===== config.mk =====
export PLATFORM = sky130hd
export DESIGN_NAME = hyper_rx_packer_flat
export DESIGN_NICKNAME = d
export VERILOG_FILES = /design/src/rtl/hyper_rx_packer_pkg.sv /design/src/rtl/hyper_rx_packer_if.sv /design/src/rtl/hyper_rx_packer_fifo.sv /design/src/rtl/hyper_rx_packer.sv /design/src/flat_wrapper.sv
export SDC_FILE = /design/constraint.sdc
export NUM_CORES = 1
export LEC_CHECK = 0
export ABC_AREA = 1
export CAP_MARGIN = 25
export CORE_MARGIN = 8
export CORE_UTILIZATION = 45
export DETAILED_ROUTE_END_ITERATION = 16
export HOLD_SLACK_MARGIN = 0.08
export PLACE_DENSITY = 0.64
export SETUP_SLACK_MARGIN = 0.5
export SYNTH_ARGS = -nofsm -noshare
export SYNTH_HDL_FRONTEND = slang
export SYNTH_SLANG_ARGS = --single-unit

===== constraint.sdc =====
create_clock -name sys_clk_i -period 6 [get_ports sys_clk_i]
set_input_delay 1.2 -clock sys_clk_i [delete_from_list [all_inputs] [get_ports sys_clk_i]]
set_output_delay 1.2 -clock sys_clk_i [all_outputs]
set_load 0.05 [all_outputs]

===== src/rtl/hyper_rx_packer_pkg.sv =====
// -----------------------------------------------------------------------------
// hyper_rx_packer_pkg
// Shared types and helpers for the HyperBus RX byte packer.
//   hyper_dsize_e    : beat size code on the controller's data_rx stream
//   hyper_rx_word_t  : packed 32-bit word plus contiguous byte enables
//   hyper_rx_state_e : packer FSM states (ACC = packing, FLUSH = draining tail)
// -----------------------------------------------------------------------------
package hyper_rx_packer_pkg;

    typedef enum logic [1:0] {
        DS_BYTE  = 2'b00,
        DS_HALF  = 2'b01,
        DS_WORD  = 2'b10,
        DS_WORD2 = 2'b11
    } hyper_dsize_e;

    typedef struct packed {
        logic [31:0] data;
        logic [3:0]  be;
    } hyper_rx_word_t;

    typedef enum logic {
        ST_ACC   = 1'b0,
        ST_FLUSH = 1'b1
    } hyper_rx_state_e;

    // Number of valid bytes carried by a beat (1, 2 or 4).
    function automatic logic [2:0] dsize_bytes(input hyper_dsize_e ds);
        case (ds)
            DS_BYTE: return 3'd1;
            DS_HALF: return 3'd2;
            default: return 3'd4;
        endcase
    endfunction

    // Byte enables for the lowest n bytes of a beat.
    function automatic logic [3:0] nbytes_to_be(input logic [2:0] n);
        case (n)
            3'd1:    return 4'b0001;
            3'd2:    return 4'b0011;
            3'd3:    return 4'b0111;
            default: return 4'b1111;
        endcase
    endfunction

    // (1 << cnt) - 1 : enables for a partial word holding cnt bytes.
    function automatic logic [3:0] cnt_to_be(input logic [1:0] cnt);
        case (cnt)
            2'd0:    return 4'b0000;
            2'd1:    return 4'b0001;
            2'd2:    return 4'b0011;
            default: return 4'b0111;
        endcase
    endfunction

    // Expand a 4-bit byte enable into a 32-bit lane mask.
    function automatic logic [31:0] be_to_mask(input logic [3:0] be);
        logic [31:0] m;
        for (int i = 0; i < 4; i++) begin
            m[8*i +: 8] = {8{be[i]}};
        end
        return m;
    endfunction

endpackage


===== src/rtl/hyper_rx_packer_if.sv =====
// -----------------------------------------------------------------------------
// hyper_rx_packer_if
// Bundles the two streams around the packer.
//   in_*  : beat stream from the hyper controller (data right-aligned, size code)
//   out_* : packed-word stream towards the uDMA RX channel
// Handshake: on both streams a transfer happens on a rising clock edge where
// valid and ready are both high; valid must not depend on ready.
// Modports:
//   master : the surroundings (drives beats, accepts words)
//   slave  : the packer itself
// -----------------------------------------------------------------------------
interface hyper_rx_packer_if;
    import hyper_rx_packer_pkg::*;

    logic [31:0]  in_data_i;
    hyper_dsize_e in_datasize_i;
    logic         in_valid_i;
    logic         in_ready_o;

    logic [31:0]  out_data_o;
    logic [3:0]   out_be_o;
    logic         out_valid_o;
    logic         out_ready_i;

    modport master (
        output in_data_i, in_datasize_i, in_valid_i, out_ready_i,
        input  in_ready_o, out_data_o, out_be_o, out_valid_o
    );

    modport slave (
        input  in_data_i, in_datasize_i, in_valid_i, out_ready_i,
        output in_ready_o, out_data_o, out_be_o, out_valid_o
    );

endinterface


===== src/rtl/hyper_rx_packer_fifo.sv =====
// -----------------------------------------------------------------------------
// hyper_rx_fifo
// Registered synchronous FIFO (not fall-through): an entry written on edge t is
// visible at data_o from t+1. Push while full is legal only with a same-cycle pop.
// Ports:
//   clk, rst   : clock, asynchronous active-high reset
//   clr_i      : synchronous clear, empties the FIFO
//   push_i     : write data_i
//   pop_i      : drop the head entry
//   data_o     : head entry (undefined content while empty)
//   full_o     : level == DEPTH
//   empty_o    : level == 0
//   level_o    : occupancy 0..DEPTH
// -----------------------------------------------------------------------------
module hyper_rx_fifo
    import hyper_rx_packer_pkg::*;
#(
    parameter int  DEPTH = 4,
    parameter type T     = hyper_rx_word_t
) (
    input  logic                     clk,
    input  logic                     rst,
    input  logic                     clr_i,
    input  logic                     push_i,
    input  T                         data_i,
    input  logic                     pop_i,
    output T                         data_o,
    output logic                     full_o,
    output logic                     empty_o,
    output logic [$clog2(DEPTH):0]   level_o
);

    localparam int PW = $clog2(DEPTH);
    localparam int LW = PW + 1;

    T              mem [DEPTH];
    logic [PW-1:0] wr_ptr;
    logic [PW-1:0] rd_ptr;
    logic [LW-1:0] level;
    logic          do_push;
    logic          do_pop;

    assign full_o  = (level == LW'(DEPTH));
    assign empty_o = (level == '0);
    assign level_o = level;
    assign data_o  = mem[rd_ptr];

    assign do_pop  = pop_i & ~empty_o;
    // A pop in the same cycle frees the slot being written.
    assign do_push = push_i & (~full_o | do_pop);

    // Pointers wrap naturally: DEPTH is a power of two.
    always_ff @(posedge clk or posedge rst) begin
        if (rst) begin
            wr_ptr <= '0;
            rd_ptr <= '0;
            level  <= '0;
        end else if (clr_i) begin
            wr_ptr <= '0;
            rd_ptr <= '0;
            level  <= '0;
        end else begin
            if (do_push) wr_ptr <= wr_ptr + 1'b1;
            if (do_pop)  rd_ptr <= rd_ptr + 1'b1;
            level <= level + LW'(do_push) - LW'(do_pop);
        end
    end

    // Storage needs no reset: entries are only observed while counted in level.
    always_ff @(posedge clk) begin
        if (do_push && !clr_i) begin
            mem[wr_ptr] <= data_i;
        end
    end

    a_no_push_full : assert property (@(posedge clk) disable iff (rst)
        !(push_i && full_o && !pop_i));
    a_no_pop_empty : assert property (@(posedge clk) disable iff (rst)
        !(pop_i && empty_o));

endmodule


===== src/rtl/hyper_rx_packer.sv =====
// -----------------------------------------------------------------------------
// hyper_rx_packer
// Packs 1/2/4-byte RX beats little-endian into 32-bit words with byte enables
// and queues them in a small FIFO. A flush request drains any partial word and
// raises a single-cycle eot_o.
// Ports:
//   sys_clk_i  : clock
//   rst_i      : asynchronous active-high reset
//   clr_i      : synchronous clear of accumulator, FIFO and pending flush
//   flush_i    : 1-cycle end-of-transfer request
//   bus        : beat input stream and packed-word output stream
//   eot_o      : 1-cycle pulse when the flush has completed
//   level_o    : FIFO occupancy
//   state_o    : current FSM state (debug)
// -----------------------------------------------------------------------------
module hyper_rx_packer
    import hyper_rx_packer_pkg::*;
#(
    parameter int FIFO_DEPTH = 4
) (
    input  logic                        sys_clk_i,
    input  logic                        rst_i,
    input  logic                        clr_i,
    input  logic                        flush_i,
    hyper_rx_packer_if.slave            bus,
    output logic                        eot_o,
    output logic [$clog2(FIFO_DEPTH):0] level_o,
    output hyper_rx_state_e             state_o
);

    hyper_rx_state_e state_q, state_d;
    logic [31:0]     acc_q, acc_d;   // lanes >= cnt_q are kept at zero
    logic [1:0]      cnt_q, cnt_d;
    logic            run_q;          // holds in_ready_o low for the first cycle after reset

    logic            fifo_full;
    logic            fifo_empty;
    logic            push;
    logic            pop;
    logic            accept;
    hyper_rx_word_t  push_word;
    hyper_rx_word_t  head_word;

    logic [2:0]      nbytes;
    logic [31:0]     beat_m;
    logic [63:0]     merged;
    logic [2:0]      total;

    assign state_o = state_q;

    assign bus.in_ready_o  = run_q & (state_q == ST_ACC) & ~fifo_full;
    assign bus.out_valid_o = ~fifo_empty;
    assign bus.out_data_o  = fifo_empty ? 32'h0 : head_word.data;
    assign bus.out_be_o    = fifo_empty ? 4'h0  : head_word.be;

    // clr_i drops the presented beat and makes a same-cycle pop meaningless.
    assign accept = bus.in_valid_i & bus.in_ready_o & ~clr_i;
    assign pop    = bus.out_valid_o & bus.out_ready_i & ~clr_i;

    // Packing datapath: place the masked beat at lane cnt_q of a 64-bit window;
    // the low half is the word being built, the high half carries overflow.
    assign nbytes = dsize_bytes(bus.in_datasize_i);
    assign beat_m = bus.in_data_i & be_to_mask(nbytes_to_be(nbytes));
    assign merged = {32'h0, acc_q} | ({32'h0, beat_m} << {cnt_q, 3'b000});
    assign total  = {1'b0, cnt_q} + nbytes;

    always_ff @(posedge sys_clk_i or posedge rst_i) begin
        if (rst_i) begin
            state_q <= ST_ACC;
            acc_q   <= '0;
            cnt_q   <= '0;
            run_q   <= 1'b0;
        end else begin
            state_q <= state_d;
            acc_q   <= acc_d;
            cnt_q   <= cnt_d;
            run_q   <= 1'b1;
        end
    end

    always_comb begin
        state_d   = state_q;
        acc_d     = acc_q;
        cnt_d     = cnt_q;
        push      = 1'b0;
        push_word = '0;
        eot_o     = 1'b0;

        case (state_q)
            ST_ACC: begin
                // A beat accepted together with flush_i is packed before the flush.
                if (accept) begin
                    cnt_d = total[1:0];
                    if (total[2]) begin
                        push      = 1'b1;
                        push_word = '{data: merged[31:0], be: 4'hF};
                        acc_d     = merged[63:32];
                    end else begin
                        acc_d     = merged[31:0];
                    end
                end
                if (flush_i) begin
                    state_d = ST_FLUSH;
                end
            end
            ST_FLUSH: begin
                if (cnt_q == 2'd0) begin
                    eot_o   = 1'b1;
                    state_d = ST_ACC;
                end else if (!fifo_full || pop) begin
                    push      = 1'b1;
                    push_word = '{data: acc_q & be_to_mask(cnt_to_be(cnt_q)),
                                  be:   cnt_to_be(cnt_q)};
                    acc_d     = '0;
                    cnt_d     = 2'd0;
                    eot_o     = 1'b1;
                    state_d   = ST_ACC;
                end
            end
            default: begin
                state_d = ST_ACC;
            end
        endcase

        if (clr_i) begin
            push      = 1'b0;
            push_word = '0;
            eot_o     = 1'b0;
            acc_d     = '0;
            cnt_d     = 2'd0;
            state_d   = ST_ACC;
        end
    end

    hyper_rx_fifo #(
        .DEPTH (FIFO_DEPTH),
        .T     (hyper_rx_word_t)
    ) u_fifo (
        .clk     (sys_clk_i),
        .rst     (rst_i),
        .clr_i   (clr_i),
        .push_i  (push),
        .data_i  (push_word),
        .pop_i   (pop),
        .data_o  (head_word),
        .full_o  (fifo_full),
        .empty_o (fifo_empty),
        .level_o (level_o)
    );

    a_be_legal : assert property (@(posedge sys_clk_i) disable iff (rst_i)
        bus.out_valid_o |-> (bus.out_be_o inside {4'b0001, 4'b0011, 4'b0111, 4'b1111}));
    a_eot_single : assert property (@(posedge sys_clk_i) disable iff (rst_i)
        eot_o |=> !eot_o);

endmodule


===== src/flat_wrapper.sv =====
// flat-port wrapper written by rule: the top's interface ports become plain ports
module hyper_rx_packer_flat import hyper_rx_packer_pkg::*;
#(
    parameter int FIFO_DEPTH = 4
)
  (sys_clk_i, rst_i, clr_i, flush_i, eot_o, level_o, state_o, bus_in_data_i, bus_in_datasize_i, bus_in_valid_i, bus_out_ready_i, bus_in_ready_o, bus_out_data_o, bus_out_be_o, bus_out_valid_o);
  hyper_rx_packer_if bus_i ();
  input  logic sys_clk_i;
  input  logic rst_i;
  input  logic clr_i;
  input  logic flush_i;
  output logic eot_o;
  output logic [$clog2(FIFO_DEPTH):0] level_o;
  output hyper_rx_state_e state_o;
  input wire logic [$bits(bus_i.in_data_i)-1:0] bus_in_data_i;
  input wire logic [$bits(bus_i.in_datasize_i)-1:0] bus_in_datasize_i;
  input wire logic [$bits(bus_i.in_valid_i)-1:0] bus_in_valid_i;
  input wire logic [$bits(bus_i.out_ready_i)-1:0] bus_out_ready_i;
  output wire logic [$bits(bus_i.in_ready_o)-1:0] bus_in_ready_o;
  output wire logic [$bits(bus_i.out_data_o)-1:0] bus_out_data_o;
  output wire logic [$bits(bus_i.out_be_o)-1:0] bus_out_be_o;
  output wire logic [$bits(bus_i.out_valid_o)-1:0] bus_out_valid_o;
  assign bus_i.in_data_i = bus_in_data_i;
  assign bus_i.in_datasize_i = bus_in_datasize_i;
  assign bus_i.in_valid_i = bus_in_valid_i;
  assign bus_i.out_ready_i = bus_out_ready_i;
  assign bus_in_ready_o = bus_i.in_ready_o;
  assign bus_out_data_o = bus_i.out_data_o;
  assign bus_out_be_o = bus_i.out_be_o;
  assign bus_out_valid_o = bus_i.out_valid_o;
  hyper_rx_packer #(.FIFO_DEPTH(FIFO_DEPTH)) u_core (.sys_clk_i(sys_clk_i), .rst_i(rst_i), .clr_i(clr_i), .flush_i(flush_i), .bus(bus_i), .eot_o(eot_o), .level_o(level_o), .state_o(state_o));
endmodule

---- Word level (Yosys, flattened, before mapping) ----
Memory sizes are Yosys's and may differ from the RTL's.
Cells that the tools add are included.
word-level totals
  register bits ........................... 43
  bits in latches ......................... 0
  memory bits (writable) .................. 144
  bits in read-only memories .............. 0
  bits of input ports ..................... 40
  output and inout bits ................... 43
  word-level logic and storage cells ...... 96
  memories kept ........................... 1
cells by class
  add/subtract/negate cells ............... 5
  multiply operators ...................... 0
  div/mod/pow operators ................... 0
  $lt $le $gt $ge ......................... 0
  equality and inequality tests ........... 10
  shifts and indexed selects .............. 1
  muxes and demuxes ....................... 46
  bitwise gates (word level) .............. 16
  reductions and logical operators ........ 10
memory list
  memory             words  bits a word  read ports  clocked after Yosys merged registers in  write ports  RTL line                    text
  u_core.u_fifo.mem  4      36           1           0                                        1            hyper_rx_packer_fifo.sv:36  T mem [DEPTH];
operators with widths
  cell                 number
  $mux 32              6
  $mux 36              5
  $pmux 36 s2          1
  $and 32x32->32       2
  $or 32x64->64        1
  $pmux 32 s2          1
  $shl 32x5->64        1
  $mux 2               8
  $mux 4               4
  $mux 1               14
  $pmux 3 s2           2
  $pmux 4 s3           1
  $and 1x1->1          8
  $eq 3x2->1 const B   2
  $ne 3x3->1 const B   2
  $add 2x1->2 const B  2
  $eq 2x1->1 const B   2
  $logic_not 2->1      2
  $not 1->1            4
  $pmux 1 s2           2
  $pmux 2 s2           1
  $reduce_bool 2->1    2
  $add 2x3->3          1
  $add 3x1->3          1
  12 further kinds     13

---- Logic depth before layout (Yosys ltp) ----
Gate-level depths: netlist (run 1).
  depth in word-level cells ............... 13
  gate-level depth with buffers ........... 19
  gate-level depth less buffers ........... 19

---- Modules after synthesis ----
A second synthesis (run 1) with hierarchy kept.
unflattened totals
  cells, all modules ...................... 1065
  area total of the unflattened synthesis .. 9512.9 um^2
by module, submodules not included
  module           instances  cells each  area an instance (um^2)  seq. area each (um^2)
  hyper_rx_fifo    1          411         5840.6                   4499.3
  hyper_rx_packer  1          654         3672.3                   900.9

---- Worst setup path before layout (run 1) ----
Ideal clock, no wire load.
  kind .................................... input to register
  from .................................... input port bus_in_datasize_i[1]
  to ...................................... memory u_core.u_fifo.mem[0][0] (netlist name), enable pin
  setup time .............................. 0.429 ns
  arrival time ............................ 4.378 ns
  data required time ...................... 5.571 ns
  path slack .............................. 1.193 ns
  stages .................................. 13
  path buffers ............................ 0
  cell sequence ........................... inv_1 -> nand2_1 -> inv_1 -> ha_1 -> inv_1 -> fa_1 -> xnor2_1 -> nand2_1 -> nor2_8 -> inv_2 -> nand2_2 -> inv_2 -> nor2_1
between the ends
  cells in the longest elaborated chain, start to end .. 11
  elaborated cells on any way between the ends .. 12
  classes of those cells .................. 1 x add/sub; 1 x eq/ne; 7 x mux; 1 x bitwise; 2 x reduce/logical
ends and longest elaborated chain
  item                                                  RTL line                    text
  start: declaration                                    flat_wrapper.sv:16          input wire logic [$bits(bus_i.in_datasize_i)-1:0] bus_in_datasize_i;
  $eq 2x1->1 / $logic_not 2->1 (equally long branches)  hyper_rx_packer_pkg.sv:29   case (ds)
  $pmux 3 s2 (*)                                        hyper_rx_packer_pkg.sv:29
  $add 2x3->3 (*)                                       hyper_rx_packer.sv:65       assign total = {1'b0, cnt_q} + nbytes;
  $mux 1 (*)                                            hyper_rx_packer.sv:94       if (total[2]) begin
  $mux 1 (*)                                            hyper_rx_packer.sv:92       if (accept) begin
  $pmux 1 s2 (*)                                        hyper_rx_packer.sv:89       case (state_q)
  $mux 1 (*)                                            hyper_rx_packer.sv:125      if (clr_i) begin
  $and 1x1->1 (*)                                       hyper_rx_packer_fifo.sv:50  assign do_push = push_i & (~full_o | do_pop);
  $logic_and 1x1->1 (*)                                 hyper_rx_packer_fifo.sv:71  if (do_push && !clr_i) begin
  $mux 1 (*)                                            hyper_rx_packer_fifo.sv:71
  $mux 1 (not written as such) (*)                      hyper_rx_packer_fifo.sv:72  mem[wr_ptr] <= data_i;
  end: declaration                                      hyper_rx_packer_fifo.sv:36
Mark *: on every way between the ends. The rest lies on a longest branch, timed or not.

---- Final worst setup path (run 1) ----
  from .................................... register u_core.u_fifo.level[1], in the netlist u_core.u_fifo.level_o[1]
  to ...................................... output port bus_out_be_o[0]
between the ends
  cells in the longest elaborated chain, start to end .. 2
ends and longest elaborated chain
  item                      RTL line                    text
  start: declaration        hyper_rx_packer_fifo.sv:39  logic [LW-1:0] level;
  start signal: assignment  hyper_rx_packer_fifo.sv:65  level <= level + LW'(do_push) - LW'(do_pop);
  $logic_not 3->1           hyper_rx_packer_fifo.sv:44  assign empty_o = (level == '0);
  $mux 4                    hyper_rx_packer.sv:54       assign bus.out_be_o = fifo_empty ? 4'h0 : head_word.be;
  end: declaration          flat_wrapper.sv:21          output wire logic [$bits(bus_i.out_be_o)-1:0] bus_out_be_o;
Every way passes these cells.

==> results of run 1 <==
==> routing by layer <==
layer | GRT usage (%) | wire length, um
met1 | 26.4 | 11500
met2 | 29.9 | 11200
met3 | 3.11 | 1490
met4 | 6.31 | 370
met5 | 0 | 0
==> registers in the layout, indices dropped and copies added (netlist names) <==
signal	count
u_core.u_fifo.mem	144
u_core.acc_q	32
u_core.u_fifo.level_o	3
u_core.cnt_q	2
u_core.u_fifo.rd_ptr	2
u_core.u_fifo.wr_ptr	2
u_core.run_q	1
u_core.state_o	1
==> final cells by class <==
cell class | instances | area share (%)
inverters | 75 | 2.52
flip-flops and latches | 187 | 48.3
clock inverters | 15 | 1.54
clock buffers | 17 | 3.80
well taps | 275 | 3.08
multi-input cells | 764 | 31.9
repair buffers | 99 | 8.84
==> cell usage after synthesis (5+ instances only) <==
| cell type | n |
|---|---|
| buf_2 | 24 |
| nand2_2 | 5 |
| buf_6 | 5 |
| nand2_1 | 263 |
| edfxtp_1 | 144 |
| ha_1 | 11 |
| inv_2 | 7 |
| or2_2 | 8 |
| a21oi_1 | 63 |
| inv_1 | 64 |
| dfrtp_1 | 43 |
| nand3_1 | 123 |
| nor2_1 | 167 |
| clkbuf_1 | 30 |
| a31oi_1 | 8 |
| o21ai_0 | 92 |
==> kinds of logic after synthesis <==
group,synth area share (%)
AND/OR/NAND/NOR,25.9
AO/OA/AOI/OAI,9.04
XOR/XNOR,0.276
flip-flops,56.8
adder cells (fa/ha/maj),1.87
buffers and inverters,6.08
other,0.0394
==> cell usage in the layout, fill, tap and decap left out, types with 7 or more instances in the layout <==
cell type          n
buf_4             15
or2_2              8
a21oi_1           63
nand3_1          123
dfrtp_1           42
edfxtp_1         144
nand2_1          263
a31oi_1            8
inv_1             63
o21ai_0           92
clkbuf_16         17
nor2_4             7
clkdlybuf4s50_1   82
nor2_1           162
inv_2              7
ha_1              11
==> worst max path at each step <==
stage,end,cells after the start,slack (ns),startpoint
after floorplan,u_core.u_fifo.mem[0][0],13,1.19,bus_in_datasize_i[1]
after global placement,u_core.u_fifo.level_o[2],20,1.35,bus_in_datasize_i[0]
after detailed placement,u_core.u_fifo.level_o[2],20,1.27,bus_in_datasize_i[0]
after CTS,bus_out_be_o[0],5,1.41,u_core.u_fifo.level_o[1]
after global routing,bus_out_be_o[0],5,1.27,u_core.u_fifo.level_o[1]
final,bus_out_be_o[0],5,1.47,u_core.u_fifo.level_o[1]
==> metrics by stage <==
step / setup WS [ns] / utilization (%) / std cells / total power (uW) / instance area, um2
finish: 1.47 / 53.5 / 1432 / 3940 / 11200
global route: 1.27 / 53.5 / 1432 / 4120 / 11200
CTS: 1.41 / 53.4 / 1431 / 3970 / 11200
detailed placement: 1.27 / 50.5 / 1399 / 2840 / 10600
global placement: 1.35 / 50.4 / 1398 / 2810 / 10500
floorplan: 1.19 / - / 1086 / 2400 / 9510
==> power groups by stage <==
stage	Clock [uW]	Combinational [uW]	Sequential, uW
after global routing	1210	1430	1480
after detailed placement	0	1330	1500
after global placement	0	1310	1500
after CTS	1160	1330	1480
after floorplan	0	893	1510
final	1140	1320	1480
==> tightest hold or removal path, stage by stage, from the launching register on <==
cell and delay, ns:
dfrtp_1 0.34, nand2_1 0.05, nand2_1 0.06
==> metrics, run 1 <==
status finished clean; Clk network pwr share 28.9%; Avg WL per Cell 17.1 um; CTS tree yes; die height 161 um; H-Tree Level Count 4; Hold Crit Depth 2; Final min period 4.53 ns; net switching power 1510 uW; # nets final 1,197; worst r2r dst u_core.u_fifo.level_o[2]; PwrDens 352 nW/um2; Max-Cap Viols 0; Fin Setup TNS 0 ns; min-delay src u_core.acc_q[25]; Starting Density 45.5%; clock sink count 187; Syn. warnings 0; share of post-route cells with drive strength above 1 7.52%; initial antenna violation count 0; Fin Hold WS 0.490 ns; crit path DAT 3.33 ns; Slew headroom 36.7%; post-synthesis net count 1,139; maximum VDD drop 0.209 mV; CTS Buffer Depth 2; vias 7,549; Sw Ratio 38.3%; fin. max-slew vios 0; IO Count 83; worst hold path type register to register; number of synthesized flops with an enable pin 144; library cells used by synthesis 32; family with the most delay on the worst path buffers and inverters; CP Launch Type register; worst slew pin tran 0.945 ns; synth top area cells edfxtp_1 (45%), dfrtp_1 (11%), nand2_1 (10%), nor2_1 (6.6%), nand3_1 (6.5%); post-DR vias/cell 5.27; TritonCTS buffer count 17; Filler cells 1,909; CP max FO 25; Worst EP required 4.80 ns; synthesis-stage register bit count 187; FF-to-FF Start u_core.cnt_q[0]; global route overflow 0; DR pass1 iterations 5; fmax 0.221 GHz; Setup CP Type register to output pin; Flop pwr share 37.5%; placer congestion estimate 0.885; P&R area growth vs syn 17.6%; clock skew 0.0151 ns; die extent in x 161 um; Comb power frac 33.6%; antenna diode count 0; count of final setup violators 0; post-DP HPWL 16,200 um; first-pass GRT wire length 38,900 um; post-CTS setup buffers 0; Reg2Reg Setup Slack 2.17 ns; Yosys top cell by area edfxtp_1; port bufs 82; CTS clk-pin slew, worst paths 0.07 ns; unrepaired setup endpoints after global routing false; Main synth FF type edfxtp_1; syn_area_per_cell 8.75 um2; cell leakage power 0.00457 uW; crit end category output pin; Clk Latency, worst-skew pair 0.43 ns; final wirelength 24,500 um; register area 5400 um2; Worst path max stage delay 0.89 ns; Cells after Synth 1,086; reg2reg path depth 13; first-iteration detailed-routing DRC count 655; largest net degree at the start of global routing 74; DRT antenna net count 0; asr flop ratio synth 23.0%; clk root buf clkbuf_16; area of the multi-input gates 3570 um2; final hold viol count 0; Core Area 20,900 um2; Pint 2430 uW; Mapped Area 9510 um2; Die Area 26,000 um2; Final period util 75.5%; Gates resized, CTS repair 0; Seq/Total Area, Yosys 56.8%; global-route usage over all layers 19.0%; row cnt 53; area fraction of the dominant cell type after synthesis 45.5%; hold_buf cts 0; number of global-route vias before repair 7,239; Residual DRC 0; Worst Path Buf+Inv 2; Worst path slowest cell clkdlybuf4s50_1; worst-path cell chain nor2_2 -> nand2_1 -> clkinv_1 -> a21oi_1 -> clkdlybuf4s50_1; Hold Crit Endpoint u_core.acc_q[25]
(Power assumes the default switching activity.)
==> inputs of run 2 (changes only) <==
==> constraint.sdc (replaced) <==
create_clock -name sys_clk_i -period 4.2 [get_ports sys_clk_i]
set_input_delay 0.84 -clock sys_clk_i [delete_from_list [all_inputs] [get_ports sys_clk_i]]
set_output_delay 0.84 -clock sys_clk_i [all_outputs]
set_load 0.05 [all_outputs]
==> run 2 against run 1 <==
- register-to-register slack worse by 1.3 ns
- final cell count up 0.35%
- die area unchanged
- routed wire length down 2.0%
- global-route usage down 0.35 points
- non-clock buffer count up 5
- hold slack worse by 0.0019 ns
- largest cell class unchanged
==> metrics, run 2 (synthesis results as in run 1) <==
hold_buf cts 0 (unchanged); post-DP HPWL 16,000 um (-1.3%); fin. max-slew vios 0 (unchanged); vias 7,646 (+1.3%); crit path DAT 2.63 ns (-0.70 ns); maximum VDD drop 0.276 mV (+32%); Clk network pwr share 27.5% (-1.4 points); global route overflow 0 (unchanged); reg2reg path depth 15 (+2); Residual DRC 0 (unchanged); fmax 0.288 GHz; final hold viol count 0 (unchanged); CTS tree yes; Setup crit end bus_out_data_o[28]; post-layout util 55.4% (+1.9 points); most frequent cells in the layout nand2_1 (262), nor2_1 (162), edfxtp_1 (144); first-pass GRT wire length 38,700 um (-0.48%); pre-CTS WS 0.114 ns (-1.15 ns); row cnt 53 (unchanged); Setup CP Type register to output pin; port bufs 82 (unchanged); unrepaired setup endpoints after global routing false; die height 161 um (unchanged); antenna diode count 0 (unchanged); Filler cells 1,847 (-3.2%); Crit. Startpoint u_core.u_fifo.rd_ptr[0]; Avg WL per Cell 16.7 um (-2.3%); die extent in x 161 um (unchanged); initial antenna violation count 0 (unchanged); final worst setup slack 0.726 ns (-0.747 ns); H-Tree Level Count 4 (unchanged); worst hold path type register to register; share of post-route cells with drive strength above 1 11.4% (+3.8 points); most common cell after layout, fill and taps aside nand2_1; worst r2r dst u_core.u_fifo.level_o[2]; Core Area 20,900 um2 (unchanged); placer congestion estimate 0.888 (+0.41%); cell leakage power 0.00477 uW (+4.5%); Fin Setup TNS 0 ns (unchanged); clock skew 0.0158 ns (+0.000693 ns); CP Launch Type register; first-iteration detailed-routing DRC count 716 (+9.3%); CTS Buffer Depth 2 (unchanged); IO Count 83 (unchanged); P&R area growth vs syn 21.8%; register area 5400 um2 (unchanged); TritonCTS buffer count 17 (unchanged); Worst EP required 3.36 ns (-1.44 ns); Flop pwr share 36.0% (-1.5 points); final wirelength 24,000 um (-2.0%); Reg2Reg Setup Slack 0.90 ns (-1.27 ns); max reg flops 144 (unchanged); Starting Density 45.5% (unchanged); DR pass1 iterations 6 (+1); clk root buf clkbuf_16; CTS clk-pin slew, worst paths 0.07 ns (about the same); PwrDens 514 nW/um2 (+46%); DRT antenna net count 0 (unchanged); Comb power frac 36.6% (+3.0 points); Die Area 26,000 um2 (unchanged); Sw Ratio 36.6% (-1.7 points); FF-to-FF Start u_core.cnt_q[1]; Fin Hold WS 0.488 ns (-0.00189 ns); Post-Layout Inst Area 11,600 um2 (+3.5%); net switching power 2180 uW (+44%); CP max FO 39 (+56%); Clk Latency, worst-skew pair 0.43 ns (about the same); area of the multi-input gates 3580 um2 (+0.35%); Largest Register u_core.u_fifo.mem; largest net degree at the start of global routing 74 (unchanged); number of global-route vias before repair 7,173 (-0.91%); status finished clean; placed cell area 11,000 um2 (+3.7%); clock sink count 187 (unchanged); global-route usage over all layers 18.7% (-0.35 points); Max-Cap Viols 0 (unchanged); worst slew pin tran 0.891 ns (-0.0537 ns); # nets final 1,202 (+0.42%); crit end category output pin; Final min period 3.47 ns; count of final setup violators 0 (unchanged); Slew headroom 40.5% (+3.8 points); post-DR vias/cell 5.32 (+0.93%); Pint 3770 uW (+55%); Final period util 82.7%
-- run 2: cell count changes in the layout (fill, tap and decap cells not counted), sizes merged --
cell / change
inv: -3
clkdlybuf4s50: -37
clkbuf: +1
bufinv: +1
clkinv: +2
buf: +42
clkinvlp: -1
-- run 2: cell type report --
type | count | share of cell area (%)
flip-flops and latches | 187 | 46.6
multi-input cells | 764 | 30.9
repair buffers | 104 | 11.7
clock buffers | 18 | 3.71
well taps | 275 | 2.97
inverters | 75 | 2.44
clock inverters | 14 | 1.59
-- run 2: worst min path at each step --
stage | startpoint | to | slack [ns] | cells past startpoint
2_1_floorplan | u_core.acc_q[24] | u_core.acc_q[24] | 0.45 | 2
5_1_grt | u_core.acc_q[25] | u_core.acc_q[25] | 0.51 | 2
4_1_cts | u_core.acc_q[31] | u_core.acc_q[31] | 0.49 | 2
3_3_place_gp | u_core.acc_q[25] | u_core.acc_q[25] | 0.46 | 2
6_report | u_core.acc_q[26] | u_core.acc_q[26] | 0.49 | 2
3_5_place_dp | u_core.acc_q[31] | u_core.acc_q[31] | 0.47 | 2
-- run 2: power by group through the flow --
stage / Combinational [uW] / Sequential (uW) / Clock [uW]
final: 2180 / 2140 / 1630
after CTS: 2200 / 2140 / 1660
after detailed placement: 2190 / 2180 / 0
after floorplan: 1280 / 2160 / 0
after global routing: 2340 / 2150 / 1730
after global placement: 2180 / 2170 / 0
-- run 2: metrics by stage --
step / std cells / total power [uW]
finish: 1437 / 5950
floorplan: 1086 / 3430
detailed placement: 1405 / 4370
CTS: 1437 / 6000
global placement: 1405 / 4350
global route: 1437 / 6220
-- run 2: layer usage --
| metal | global-route usage [%] | vias to the layer above | wire length [um] |
|---|---|---|---|
| met5 | 0 | - | 0 |
| met4 | 5.60 | 0 | 425 |
| met3 | 3.44 | 41 | 1600 |
| met2 | 28.4 | 287 | 10800 |
| met1 | 26.7 | 3585 | 11200 |
| li1 | - | 3733 | - |
-- run 2: worst max-delay path: stages (launching register included) --
cell,delay [ns]
dfrtp_2,0.81
buf_4,0.50
nor2_1,0.10
nor2_1,0.09
o21ai_0,0.08
a21oi_1,0.40
buf_12,0.20
-- run 2: timing repair --
action                     in CTS  in global routing
pin swaps                       0                  1
setup endpoints to repair       3                  2
setup buffers                   0                  0
resized for setup               1                  3
